[config.mk]
export PLATFORM = sky130hd
export DESIGN_NAME = system_mem_shift_reg
export DESIGN_NICKNAME = d
export VERILOG_FILES = /design/src/rtl/conway_pkg.sv /design/src/rtl/mem_mode_decoder.sv /design/src/rtl/system_mem_shift_reg.sv
export SDC_FILE = /design/constraint.sdc
export NUM_CORES = 1
export LEC_CHECK = 0
export BUFFER_PORTS_ARGS = -buffer_cell sky130_fd_sc_hd__buf_4
export CAP_MARGIN = 10
export CORE_AREA = 2 2 39 41
export DETAILED_ROUTE_END_ITERATION = 8
export DIE_AREA = 0 0 41 43
export PLACE_DENSITY = 0.56
export SETUP_SLACK_MARGIN = 0.15
export SLEW_MARGIN = 20
export SYNTH_ARGS = -nofsm -noshare
export SYNTH_HDL_FRONTEND = slang
export SYNTH_HIERARCHICAL = 1
export SYNTH_SLANG_ARGS = --single-unit
export TNS_END_PERCENT = 50
[constraint.sdc]
create_clock -name clk -period 1.2 [get_ports clk]
set_input_delay 0.12 -clock clk [delete_from_list [all_inputs] [get_ports clk]]
set_output_delay 0.12 -clock clk [all_outputs]
set_load 0.02 [all_outputs]
[src/rtl/conway_pkg.sv]
// Shared types for the game-of-life core: grid memory operating modes and
// the priority rule that picks one mode from the individual enables.
package conway_pkg;

  typedef enum logic [1:0] {
    MODE_HOLD,
    MODE_LOAD,
    MODE_RUN,
    MODE_OUTPUT
  } mem_mode_e;

  // Parallel capture beats serial load, which beats serial read-out.
  function automatic mem_mode_e encode_mode(input logic run_mode,
                                            input logic load_mode,
                                            input logic output_mode);
    if (run_mode)         return MODE_RUN;
    else if (load_mode)   return MODE_LOAD;
    else if (output_mode) return MODE_OUTPUT;
    else                  return MODE_HOLD;
  endfunction

endpackage

[src/rtl/mem_mode_decoder.sv]
// Turns the three mode enables into a single grid-memory operating mode.
module mem_mode_decoder
  import conway_pkg::*;
(
  input  logic      run_mode,
  input  logic      load_mode,
  input  logic      output_mode,
  output mem_mode_e mode
);

  assign mode = encode_mode(run_mode, load_mode, output_mode);

endmodule

[src/rtl/system_mem_shift_reg.sv]
// Grid state memory: serial load from the host, parallel capture of the next
// generation, and non-destructive serial read-out by rotation.
module system_mem_shift_reg
  import conway_pkg::*;
#(
  parameter int DATA_SIZE = 5
) (
  input  logic                 clk,
  input  logic                 reset,
  input  logic [DATA_SIZE-1:0] grid_in,
  input  logic                 serial_in,
  input  logic                 load_mode,
  input  logic                 run_mode,
  input  logic                 output_mode,
  output logic [DATA_SIZE-1:0] system_mem_out,
  output logic                 serial_out
);

  logic [DATA_SIZE-1:0] mem;
  mem_mode_e            mode;

  mem_mode_decoder u_mode_decoder (
    .run_mode    (run_mode),
    .load_mode   (load_mode),
    .output_mode (output_mode),
    .mode        (mode)
  );

  // Read-out rotates rather than shifts so the grid survives a full dump.
  always_ff @(posedge clk or posedge reset) begin
    if (reset) begin
      mem        <= '0;
      serial_out <= 1'b0;
    end else begin
      serial_out <= 1'b0;
      case (mode)
        MODE_RUN:    mem <= grid_in;
        MODE_LOAD:   mem <= {mem[DATA_SIZE-2:0], serial_in};
        MODE_OUTPUT: begin
          mem        <= {mem[DATA_SIZE-2:0], mem[DATA_SIZE-1]};
          serial_out <= mem[DATA_SIZE-1];
        end
        default:     mem <= mem;
      endcase
    end
  end

  assign system_mem_out = mem;

endmodule

Word level (Yosys, flattened, before mapping). Cells that the tools add are included.

Equality and inequality tests: 3. Mux-type cells: 5. Reductions and logical operators: 1.

Operator list (count): one-hot mux 5 bit (3 select lines) (1); two-way mux 2 bit (3); equality test 2 bit, second input constant (2); nonzero test 3 bit (1); equality test 2 x 1 -> 1 bit, second input constant (1); two-way mux 1 bit (1).

Bits in registers: 6. Bits of input ports: 11. Output and inout port bits: 6. Word-level logic and storage cells: 11.

Depth between registers and ports, before layout.
Word-level depth: 5. Mapped depth: 5. Mapped depth without buffers: 4.

Modules after synthesis. The synthesis kept the hierarchy.

Modules (own cells, without submodules): system_mem_shift_reg (instances 1, cells an instance 23, area each 275.3 sq um, seq. area each 150.1 sq um); mem_mode_decoder (instances 1, cells an instance 4, area each 18.8 sq um, seq. area each 0.0 sq um).

Worst setup path after synthesis. Ideal clock, no wire load.

Path type: flip-flop to flip-flop. From: register mem[4], in the netlist system_mem_out[4]. To: register mem[0], in the netlist system_mem_out[0]. Setup time: 138 ps. Data arrival time: 918 ps. Required time: 1062 ps. Setup slack: 144 ps. Cell stages (with the launch flop): 2. Path buffers: 0. Period minus slack after synthesis: 1056 ps. Path through: dfrtp_1 mux4_2.

Cells in the longest elaborated chain, start to end: 1.

RTL lines: start, declared (line system_mem_shift_reg.sv:19) `logic [DATA_SIZE-1:0] mem;`; start signal, assigned (line system_mem_shift_reg.sv:37) `MODE_RUN: mem <= grid_in;`; start signal, assigned (line system_mem_shift_reg.sv:38) `MODE_LOAD: mem <= {mem[DATA_SIZE-2:0], serial_in};`; start signal, assigned (line system_mem_shift_reg.sv:40) `mem <= {mem[DATA_SIZE-2:0], mem[DATA_SIZE-1]};`; one-hot mux 5 bit (3 select lines) (line system_mem_shift_reg.sv:36) `case (mode)`.

Every way passes these cells. A chain may end at the register's enable or synchronous reset.

Worst setup path in the final report. Ends and elaborated chain as after synthesis.

==> impl_metrics.yaml <==
run_status:
  status: "completed"
placed_design:
  gp_congestion: 0.677
  place_hpwl_um: 483
  portBuffers: 16
  pre_cts_ws_ns: 0.137
worst_setup_path:
  reg2reg_slack_ns: 0.21
  critPathLaunchType: "flop"
  cp.depth: 1
  r2r_end: "system_mem_out[0]"
  crit_path_end_kind: "flop"
  path_cells: "mux4_2"
  crit_family: "multiplexers"
  worstSetupPathType: "flop to flop"
  cp.arrival_ns: 1.11
  crit_required_ns: 1.31
  max_stage_delay_ns: 0.46
  worst_r2r_startpoint: "system_mem_out[4]"
  rr_worst_depth: 1
  crit_slowest_cell: "mux4_2"
  cp_num_buf_inv: 0
  cp_max_fo: 4
yosys:
  async_flop_share: 1.00
  yosysMostFrequentCell: "dfrtp_1"
  yosysSeqAreaShare: 0.511
  synthesis.area_um2: 294
  syn_nets: 38
  yosysTopAreaCellShare: 0.511
  syn_avg_cell_area_um2: 10.9
  ys.warnings.count: 6
  synth_area_leaders: "dfrtp_1 51%, mux2i_1 14%, mux4_2 7.7%, o21ai_0 6.8%, nand2_1 5.1%"
  synth-edff-count: 0
  synth_area_leader_cell: "dfrtp_1"
  synthDistinctLibCells: 11
  synth_cells: 27
  synth_ff_type: "dfrtp_1"
  yosys_register_bits: 6
  synth_common_cells: "6 x dfrtp_1, 4 x mux2i_1, 4 x nand2_1, 4 x o21ai_0"
power_and_ir_drop:
  peakVddDrop_v: 0.000408
  cellPowerDensity_nw_per_um2: 1320
  power.leakage_nw: 0.246
sta:
  fin_ws_ns: 0.206
  slew_violations: 0
  hold_viol: 0
  finalClockSkew_ns: 0.00534
  min_period_ns: 0.994
  setup_viol: 0
  max-slew-margin-rel: 0.810
  rsz0062_at_grt: "false"
  max_freq_ghz: 1.01
  fin_crit_sh: 0.829
  tightest_slew_ns: 0.285
  tns_ns: 0
final_layout:
  regArea_um2: 151
  nets: 59
  nFillCells: 144
  num_antenna_cells: 0
  area_growth_syn_to_layout_pct: 57.4
  drive_gt1_frac: 0.489
  multi_input_area_um2: 120
drt:
  postRouteAntennaNets: 0
  vias_per_cell: 4.11
  dr_total_vias: 259
  drc: 0
  wl_um: 617
  post_drt_wl_per_cell_um: 9.79
  first_pass_iters: 1
  drt_iter0_drc: 0
worst_hold_path:
  hp-class: "primary input to flop"
  min_to: "system_mem_out[3]"
  hold_start: "grid_in[3]"
  hold_depth: 3
clock_network:
  clock_path_buffers: 2
  hold_buffers: 1
  cts-root-buf: "clkbuf_4"
  ctsResizeCount: 0
  clkLatencyLatePin_ns: 0.24
  path_clk_slew_ns: 0.05
  htree_levels: 1
  post_cts_buffers: 0
  cts_buffers: 3
  clkSinkCount: 6
  cts_tree: "yes"
floorplan:
  start_util: 0.212
  num_io_pins: 17
  core_area_um2: 1380
  dieWidth_um: 41
  die_area_um2: 1760
  fp-row-count: 14
  fp.dieH_um: 43
grt:
  grt_max_degree: 10
  grt_overflow: 0
  grtUsageTotal: 0.0959
  antenna_found_initial: 0
  grt_first_pass_wirelength_um: 1100
  grt_pass1_vias: 269
flow_run:
  max_cap_viol_count: 0
-- cell usage in the layout, fill, tap and decap left out --
| cell type | instances |
|---|---|
| a21o_1 | 1 |
| and3_2 | 1 |
| buf_4 | 17 |
| clkbuf_1 | 1 |
| clkbuf_4 | 3 |
| dfrtp_1 | 5 |
| dfrtp_2 | 1 |
| dlygate4sd3_1 | 1 |
| inv_1 | 2 |
| mux2i_1 | 4 |
| mux4_2 | 1 |
| nand2_1 | 4 |
| nor2_1 | 2 |
| o21ai_0 | 4 |
-- metal layers --
layer | share of wire | global-route usage | up-vias | wire length (um)
li1 | - | - | 130 | -
met1 | 0.48 | 0.127 | 119 | 296
met2 | 0.43 | 0.119 | 10 | 265
met3 | 0.089 | 0.0471 | 0 | 55
met4 | 0 | 0.0600 | 0 | 0
met5 | 0 | 0 | - | 0
-- power breakdown --
part	internal (mW)	switching [mW]	total, mW	leakage (nW)
Combinational	0.0852	0.0765	0.162	0.158
Sequential	0.231	0.0213	0.252	0.0730
Clock	0.126	0.0730	0.199	0.0150
Total	0.442	0.171	0.613	0.246
-- sequential cells by signal, summed over array words and instances (netlist names) --
register and count:
system_mem_out 5, serial_out 1
-- layout make-up --
class                           count  area share
Sequential cell                     6       0.327
Timing Repair Buffer               18       0.297
Multi-Input combinational cell     17       0.259
Clock buffer                        4      0.0568
Tap cell                           16      0.0432
Inverter                            2      0.0162
-- kinds of logic after synthesis --
family,share of synthesized area
AO/OA/AOI/OAI,0.0936
buffers and inverters,0.0808
flip-flops,0.511
multiplexers,0.213
AND/OR/NAND/NOR,0.102
-- worst max-delay path by stage --
stage | from | end | slack (ns)
floorplan | system_mem_out[0] | system_mem_out[0] | 0.16
global placement | run_mode | system_mem_out[0] | 0.15
detailed placement | run_mode | system_mem_out[0] | 0.14
CTS | system_mem_out[4] | system_mem_out[0] | 0.20
global route | system_mem_out[4] | system_mem_out[0] | 0.17
finish | system_mem_out[4] | system_mem_out[0] | 0.21
-- through the flow --
stage	instance area [um2]	total power [mW]	std cells	utilization	hold WS, ns
finish	463	0.613	63	0.335	0.173
global route	463	0.658	63	0.335	0.187
CTS	463	0.624	63	0.335	0.173
detailed placement	427	0.417	58	0.308	0.0536
global placement	427	0.416	58	0.308	0.0524
floorplan	295	0.339	27	-	-0.0891
No activity file was read; power rests on OpenSTA's default activity.
